**src/rtl/uart_bus_responder.sv**
```systemverilog
// Device-side UART responder: host strobes load bytes sent as 8N1 frames on txd,
// and frames received on rxd are queued in a small FIFO that the host drains with read strobes.
module uart_bus_responder #(
  parameter int CLKS_PER_BIT = 434,
  parameter int RX_DEPTH     = 4
) (
  input  logic       CLK,
  input  logic       RST,
  input  logic       wrn,
  input  logic       rdn,
  input  logic [7:0] data_in,
  output logic [7:0] data_out,
  output logic       data_oe,
  output logic       data_ready,
  output logic       tbre,
  output logic       tsre,
  output logic       rx_overrun,
  input  logic       rxd,
  output logic       txd
);

  localparam int AW    = $clog2(RX_DEPTH);
  localparam int CNT_W = AW + 1;
  localparam int CW    = $clog2(CLKS_PER_BIT);
  localparam logic [CW-1:0]    BIT_LAST  = CW'(CLKS_PER_BIT - 1);
  localparam logic [CW-1:0]    HALF_LAST = CW'(CLKS_PER_BIT / 2 - 1);
  localparam logic [CNT_W-1:0] FULL_CNT  = CNT_W'(RX_DEPTH);

  typedef enum logic [1:0] {IDLE, START, DATA, STOP} state_t;

  logic wrn_q, rdn_q;
  logic wr_fall, rd_fall, rd_rise;

  always_ff @(posedge CLK) begin
    if (RST) begin
      wrn_q <= 1'b1;
      rdn_q <= 1'b1;
    end else begin
      wrn_q <= wrn;
      rdn_q <= rdn;
    end
  end

  assign wr_fall = wrn_q & ~wrn;
  assign rd_fall = rdn_q & ~rdn;
  assign rd_rise = ~rdn_q & rdn;

  // Transmit side: holding register feeding the frame shifter
  state_t        tx_state;
  logic [CW-1:0] tx_cnt;
  logic [2:0]    tx_bit;
  logic [7:0]    tx_shift;
  logic [7:0]    hold_data;
  logic          hold_full;

  assign tbre = ~hold_full;

  always_ff @(posedge CLK) begin
    if (RST) begin
      tx_state  <= IDLE;
      tx_cnt    <= '0;
      tx_bit    <= '0;
      hold_full <= 1'b0;
      tsre      <= 1'b1;
      txd       <= 1'b1;
    end else begin
      if (wr_fall && !hold_full) begin
        hold_data <= data_in;
        hold_full <= 1'b1;
      end
      case (tx_state)
        IDLE: begin
          if (hold_full) begin
            tx_shift  <= hold_data;
            hold_full <= 1'b0;
            tsre      <= 1'b0;
            txd       <= 1'b0;
            tx_cnt    <= '0;
            tx_state  <= START;
          end
        end
        START: begin
          if (tx_cnt == BIT_LAST) begin
            tx_cnt   <= '0;
            tx_bit   <= '0;
            txd      <= tx_shift[0];
            tx_shift <= tx_shift >> 1;
            tx_state <= DATA;
          end else begin
            tx_cnt <= tx_cnt + CW'(1);
          end
        end
        DATA: begin
          if (tx_cnt == BIT_LAST) begin
            tx_cnt <= '0;
            if (tx_bit == 3'd7) begin
              txd      <= 1'b1;
              tx_state <= STOP;
            end else begin
              tx_bit   <= tx_bit + 3'd1;
              txd      <= tx_shift[0];
              tx_shift <= tx_shift >> 1;
            end
          end else begin
            tx_cnt <= tx_cnt + CW'(1);
          end
        end
        STOP: begin
          if (tx_cnt == BIT_LAST) begin
            tx_cnt <= '0;
            // A byte already waiting starts its frame with no idle gap
            if (hold_full) begin
              tx_shift  <= hold_data;
              hold_full <= 1'b0;
              txd       <= 1'b0;
              tx_state  <= START;
            end else begin
              tsre     <= 1'b1;
              tx_state <= IDLE;
            end
          end else begin
            tx_cnt <= tx_cnt + CW'(1);
          end
        end
        default: tx_state <= IDLE;
      endcase
    end
  end

  // Receive side: synchronizer, then mid-bit sampling FSM
  logic          rx_s1, rx_s2, rx_prev;
  logic          rx_fall;
  state_t        rx_state;
  logic [CW-1:0] rx_cnt;
  logic [2:0]    rx_bit;
  logic [7:0]    rx_shift;
  logic          rx_push;

  always_ff @(posedge CLK) begin
    if (RST) begin
      rx_s1   <= 1'b1;
      rx_s2   <= 1'b1;
      rx_prev <= 1'b1;
    end else begin
      rx_s1   <= rxd;
      rx_s2   <= rx_s1;
      rx_prev <= rx_s2;
    end
  end

  assign rx_fall = rx_prev & ~rx_s2;

  always_ff @(posedge CLK) begin
    if (RST) begin
      rx_state <= IDLE;
      rx_cnt   <= '0;
      rx_bit   <= '0;
      rx_push  <= 1'b0;
    end else begin
      rx_push <= 1'b0;
      case (rx_state)
        IDLE: begin
          if (rx_fall) begin
            rx_cnt   <= '0;
            rx_state <= START;
          end
        end
        START: begin
          if (rx_cnt == HALF_LAST) begin
            rx_cnt   <= '0;
            rx_bit   <= '0;
            rx_state <= rx_s2 ? IDLE : DATA;
          end else begin
            rx_cnt <= rx_cnt + CW'(1);
          end
        end
        DATA: begin
          if (rx_cnt == BIT_LAST) begin
            rx_cnt   <= '0;
            rx_shift <= {rx_s2, rx_shift[7:1]};
            if (rx_bit == 3'd7) rx_state <= STOP;
            else                rx_bit   <= rx_bit + 3'd1;
          end else begin
            rx_cnt <= rx_cnt + CW'(1);
          end
        end
        STOP: begin
          if (rx_cnt == BIT_LAST) begin
            rx_cnt   <= '0;
            rx_push  <= rx_s2;
            rx_state <= IDLE;
          end else begin
            rx_cnt <= rx_cnt + CW'(1);
          end
        end
        default: rx_state <= IDLE;
      endcase
    end
  end

  // RX FIFO and host read port
  logic [7:0]       mem [RX_DEPTH];
  logic [AW-1:0]    wr_ptr, rd_ptr;
  logic [CNT_W-1:0] count;
  logic             pop_pending;
  logic             pop, full, do_write;

  assign full     = (count == FULL_CNT);
  assign pop      = rd_rise & pop_pending;
  assign do_write = rx_push & (~full | pop);

  always_ff @(posedge CLK) begin
    if (do_write) mem[wr_ptr] <= rx_shift;
  end

  always_ff @(posedge CLK) begin
    if (RST) begin
      wr_ptr      <= '0;
      rd_ptr      <= '0;
      count       <= '0;
      pop_pending <= 1'b0;
      data_out    <= 8'h00;
      data_oe     <= 1'b0;
      data_ready  <= 1'b0;
      rx_overrun  <= 1'b0;
    end else begin
      data_ready <= (count != '0);
      if (rd_fall) begin
        data_out    <= (count != '0) ? mem[rd_ptr] : 8'h00;
        data_oe     <= 1'b1;
        pop_pending <= (count != '0);
      end
      if (rd_rise) begin
        data_oe     <= 1'b0;
        pop_pending <= 1'b0;
      end
      if (rx_push && full && !pop) rx_overrun <= 1'b1;
      if (do_write) wr_ptr <= wr_ptr + AW'(1);
      if (pop)      rd_ptr <= rd_ptr + AW'(1);
      case ({do_write, pop})
        2'b10:   count <= count + CNT_W'(1);
        2'b01:   count <= count - CNT_W'(1);
        default: count <= count;
      endcase
    end
  end

endmodule

```
**config.mk**
```make
export PLATFORM = sky130hd
export DESIGN_NAME = uart_bus_responder
export DESIGN_NICKNAME = d
export VERILOG_FILES = /design/src/rtl/uart_bus_responder.sv
export SDC_FILE = /design/constraint.sdc
export NUM_CORES = 1
export LEC_CHECK = 0
export ABC_CLOCK_PERIOD_IN_PS = 3000
export BUFFER_PORTS_ARGS = -buffer_cell sky130_fd_sc_hd__clkbuf_2
export CORE_ASPECT_RATIO = 1.4
export CORE_MARGIN = 5
export CORE_UTILIZATION = 35
export CTS_CLUSTER_SIZE = 10
export DETAILED_ROUTE_END_ITERATION = 12
export PLACE_DENSITY = 0.47
export SYNTH_ARGS = -nofsm -noshare
export SYNTH_HDL_FRONTEND = slang
export SYNTH_SLANG_ARGS = --single-unit
```
**constraint.sdc**
```tcl
create_clock -name CLK -period 3 [get_ports CLK]
set_input_delay 0.15 -clock CLK [delete_from_list [all_inputs] [get_ports CLK]]
set_output_delay 0.15 -clock CLK [all_outputs]
set_load 0.005 [all_outputs]
```
# Yosys cells after proc, flatten, opt, wreduce, memory -nomap -nowiden
# Memories as Yosys holds them, arrays and structs flattened. A register that Yosys moved wholly into a read port is not among the register bits.
# Index checks and enable logic that the tools add are counted.
classes:
  n_addsub: 8
  n_eq_ne: 27
  n_mux: 55
  n_bitwise: 16
  n_reduce_logical: 25
op_table:
  columns: ["cell", "n"]
  rows:
  - ["$mux W8", 6]
  - ["$mux W9", 5]
  - ["$pmux W8 S4", 1]
  - ["$pmux W9 S3", 1]
  - ["$mux W2", 13]
  - ["$ne A2 B2 Y1 const B", 13]
  - ["$add A9 B1 Y9 const B", 2]
  - ["$eq A9 B9 Y1 const B", 2]
  - ["$mux W3", 6]
  - ["$pmux W3 S2", 3]
  - ["$pmux W9 S2", 1]
  - ["$pmux W2 S4", 2]
  - ["$reduce_and A5 Y1", 3]
  - ["$mux W1", 14]
  - ["$reduce_and A4 Y1", 3]
  - ["$eq A2 B2 Y1 const B", 5]
  - ["$add A3 B1 Y3 const B", 3]
  - ["$eq A3 B3 Y1 const B", 3]
  - ["$eq A9 B8 Y1 const B", 1]
  - ["$not A1 Y1", 9]
  - ["$reduce_bool A2 Y1", 4]
  - ["$and A1 B1 Y1", 6]
  - ["$eq A2 B1 Y1 const B", 3]
  - ["$reduce_and A3 Y1", 2]
  - ["12 further kinds", 20]
totals:
  ff_bits: 80
  ramBits: 32
  input_bits: 13
  out_inout_bits: 14
  n_memories: 1
mem_list:
  columns: ["memory", "depth", "width", "read_ports", "rd_clocked_by_memory_dff", "wr", "line_no", "text"]
  rows:
  - ["mem", 4, 8, 1, 1, 1, "202", "logic [7:0] mem [RX_DEPTH];"]

# Logic depth before layout (Yosys ltp)
depth:
  depth_word: 7
  depth_mapped: 7
  mapped_depth_nobuf: 6

# Least setup slack after synthesis
# OpenSTA, ideal clock, no wires.
synth_timing:
  path_kind: "reg2reg"
  start: "reg tx_state[0]"
  end: "reg tx_shift[0] (enable)"
  arrival_time_ns: 1.845
  t_required_ns: 2.618
  path_slack_ns: 0.773
  path_stages_with_launch: 7
  period_less_slack_ns: 2.227
  path_cell_list: "dfxtp_1 -> inv_1 -> ha_1 -> nor3_1 -> a21oi_1 -> nor3_1 -> a21boi_0"
synth_between:
  elab_chain_cells: 3
  elab_cells_between_ends: 8
  classes_between: "eq/ne (7); reduce/logical (1)"
synth_rtl:
  columns: ["element", "line_no", "text"]
  rows:
  - ["from (decl)", "49", "state_t tx_state;"]
  - ["from (signal assigned)", "60", "tx_state <= IDLE;"]
  - ["from (signal assigned)", "79", "tx_state <= START;"]
  - ["from (signal assigned)", "88", "tx_state <= DATA;"]
  - ["$eq A2 B2 Y1 or $eq A2 B1 Y1 (tied branches)", "71", "case (tx_state)"]
  - ["$ne A2 B2 Y1 (no line)", null, null]
  - ["$reduce_and A5 Y1 (no line) (*)", null, null]
  - ["to (signal assigned)", "74", "tx_shift <= hold_data;"]
  - ["to (signal assigned)", "87", "tx_shift <= tx_shift >> 1;"]
  - ["to (signal assigned)", "102", "tx_shift <= tx_shift >> 1;"]
  - ["to (decl)", "52", "logic [7:0] tx_shift;"]
# Mark *: on every way between the ends. The rest lies on a longest branch, timed or not.
# A chain may end at the register's enable or synchronous reset.

# Worst setup path after layout
layout_timing:
  start: "reg rx_cnt[0]"
  end: "reg rx_cnt[6]"
layout_between:
  elab_chain_cells: 3
  elab_cells_between_ends: 6
  classes_between: "add/sub (1); eq/ne (2); mux (3)"
layout_rtl:
  columns: ["element", "line_no", "text"]
  rows:
  - ["from (decl)", "134", "logic [CW-1:0] rx_cnt;"]
  - ["from (signal assigned)", "174", "rx_cnt <= rx_cnt + CW'(1);"]
  - ["from (signal assigned)", "184", "rx_cnt <= rx_cnt + CW'(1);"]
  - ["from (signal assigned)", "193", "rx_cnt <= rx_cnt + CW'(1);"]
  - ["$add A9 B1 Y9, or another cell as far along", "174, 184, 193", null]
  - ["$mux W9 (on tied branches)", "178, 188, 169", null]
  - ["$pmux W9 S3 (*)", "161", "case (rx_state)"]
# Marked as above.

==> key figures <==
STA
  • Hold_ws: 162 ps
  • Worst-Margin Slew: 803 ps
  • Worst Skew: 14.6 ps
  • Final Hold Viols: 0
  • Final setup violation count: 0
  • TNS Setup: 0 ps
  • Max Transition Viols Final: 0
  • Final Critical Period: 2120 ps
  • RSZ-0062 raised after global routing: false
  • Fmax: 473 MHz
  • Max-slew headroom: 0.465
  • Final Cycle Share: 0.705

CTS
  • H-Tree Depth: 4
  • Post-CTS setup buffers: 0
  • CTS Buf Count: 17
  • Clock Path Buffers: 2
  • Post-CTS resize count: 0
  • CTS root buf: clkbuf_16
  • Clock transition at the registers of the reported paths: 50 ps
  • Clk sinks: 114
  • Clk Latency, worst-skew pair: 410 ps
  • TritonCTS clock tree: built

Placement
  • Gpl congestion: 0.784
  • Port buffer count: 26
  • Dpl hpwl: 6820 um
  • Placed cell count: 620

Run status
  • Run status: finished clean

Final layout
  • Nets: 497
  • Fillers: 1,338
  • Layout cells sized above 1: 0.174
  • Post-Layout Cell Count: 663
  • Synth-to-layout area growth: 21.6%
  • Diodes inserted: 0

Critical path
  • Crit-path cells: inv_1 > ha_1 > nor4b_1 > a21oi_1 > o21ai_0 > a221oi_1
  • CP Class: reg -> reg
  • Critical path endpoint category: register
  • Critical Path AT: 2430 ps
  • CP bufs+invs: 1
  • CP Launch Type: register
  • Critical Path RT: 3310 ps
  • Top delay family on crit path: compound AO/OA/AOI/OAI gates
  • CP max stage cell: a21oi_1
  • CP peak stage delay: 670 ps
  • Worst R2R Setup Slack: 880 ps
  • Worst-path fanout max: 11

Yosys
  • Cell Area, Synth: 0.00488 mm^2
  • Seq/Total Area, Yosys: 0.582
  • Top-count cell post-synth: dfxtp_1
  • Synth Area in Simple Gates: 0.150
  • Post-synthesis xor/xnor area fraction: 0.0108
  • Post-synthesis average cell area: 11.6 um^2
  • Post-synth top cells: dfxtp_1 (58), edfxtp_1 (56), nor2_1 (35), a21oi_1 (30), nand2_1 (26)
  • Synth cell types: 58
  • Synth warn: 0
  • Mux cell area share after synthesis: 0.0410
  • Gate Count Post-Synth: 419
  • Post-synth top area cell: edfxtp_1
  • Async set or reset register ratio after synthesis: 0
  • Yosys reg bits: 114
  • Syn_nets: 451
  • Adder-cell share of the synthesized area: 0.0502
  • Post-synth top flop: dfxtp_1
  • Largest family of logic cells by synthesized area: simple AND/OR/NAND/NOR gates
  • Area contributors post-synth: edfxtp_1 (34%), dfxtp_1 (24%), ha_1 (4.6%)
  • Number of flops mapped to enable cells by yosys: 56
  • Top cell type's share of synthesized area: 0.345
  • Synth Area in Compound Gates: 0.132

Power and ir drop
  • Total power: 0.00441 W
  • Max IR drop VDD: 0.410 mV
  • Leak: 2.04 nW
  • PwrDens: 742 mW/mm^2

Global routing
  • Initial antenna violation count: 0
  • Largest net degree at the start of global routing: 40
  • Total GRT Usage: 0.135
  • Global-route wire length before repair: 16,800 um
  • Vias in the first global route: 3,435
  • GRT overflow: 0

Detailed routing
  • Drt total wl: 10,100 um
  • DRT iter0 DRCs: 164
  • Drt pass-1 iters: 5
  • DR vias/cell: 5.00
  • Drt drc: 0
  • Metal1 wirelength: 4240 um
  • Routed via count: 3,312
  • Routed len/inst: 15.2 um
  • Met3 Wirelength: 315 um
  • Routed length on met2: 5360 um
  • Remaining antenna violation count: 0
  • Highest metal used: met4

Floorplan
  • Core area: 0.0138 mm^2
  • Die height: 150 um
  • Die Area: 0.0164 mm^2
  • Top-Level Pins: 27
  • Rows: 51
  • Die Wd: 110 um
  • Starting density of the core: 0.354

Worst hold path
  • Worst Hold Class: in -> reg

Flow run
  • Max_cap viols: 0
power by group:
part	internal, W	switching [W]	total, W
Combinational	0.000206	0.000332	0.000538
Sequential	0.00174	0.0000560	0.00180
Clock	0.00138	0.000695	0.00207
Total	0.00332	0.00108	0.00441
stage by stage:
step,instance area [um^2],utilization,setup slack (ps)
finish,5940,0.431,884
global placement,5210,0.378,958
detailed placement,5210,0.378,867
CTS,5940,0.431,839
floorplan,4880,-,773
global route,5940,0.431,542
kinds of logic after synthesis:
kind of cell | Yosys count
xor gates and xnor gates | 6
buffers and inverters | 37
DFF | 114
and+or+nand+nor | 135
AOI/OAI and AO/OA | 98
muxes | 10
adders and majority gates | 19
what timing repair did:
item                                    4_1_cts  5_1_grt
hold endpoints to repair                     11        0
hold buffers                                 11        0
endpoints found under the setup margin        0        0
state kept, by name (all words and copies together), names as in the netlist, 2 cells and up, named ones only:
name / count
count: 3
rd_ptr: 2
mem: 32
hold_data: 8
data_out: 8
tx_cnt: 9
tx_bit: 3
rx_shift: 8
tx_state: 2
tx_shift: 8
wr_ptr: 2
rx_cnt: 9
rx_bit: 3
per-layer routing:
metal	GRT usage	up-vias
li1	-	1660
met1	0.148	1592
met2	0.231	50
met3	0.0384	10
met4	0.0717	0
met5	0	-
cells in the final DEF (no fill, tap or decap), types with 11 or more instances in the layout:
| master | count |
|---|---|
| edfxtp_1 | 56 |
| nand2_1 | 26 |
| inv_1 | 21 |
| nor2_1 | 35 |
| dlygate4sd3_1 | 11 |
| ha_1 | 18 |
| dfxtp_1 | 58 |
| nand3_1 | 11 |
| clkbuf_16 | 17 |
| a21oi_1 | 30 |
| clkbuf_2 | 26 |
| o21ai_0 | 15 |
final cells by class:
class                      instances  area [um^2]  area share
sequential                       114         2840       0.479
multi-input combinational        268         1880       0.317
clock buffer                      17          425      0.0717
timing repair buffer              43          285      0.0481
tap                              185          231      0.0390
clock inverter                    15          191      0.0323
inverter                          21         78.8      0.0133
worst register-to-register path, delay by kind of cell, from the launching register on:
kind	cells	cell delay [ps]
AO/OA/AOI/OAI	3	1180
adder cells (fa/ha/maj)	1	190
buffers and inverters	1	80
flip-flops	1	390
AND/OR/NAND/NOR	1	170
path summary, 6_finish.rpt:
| kind | end | depth (start not counted) | start |
|---|---|---|---|
| max | rx_cnt[6] | 6 | rx_cnt[0] |
| min | count[1] | 2 | RST |
| max reg2reg | rx_cnt[6] | 6 | rx_cnt[0] |
| min reg2reg | rx_s2 | 1 | rx_s1 |
Note: power is estimated with default switching activity, not from simulation.
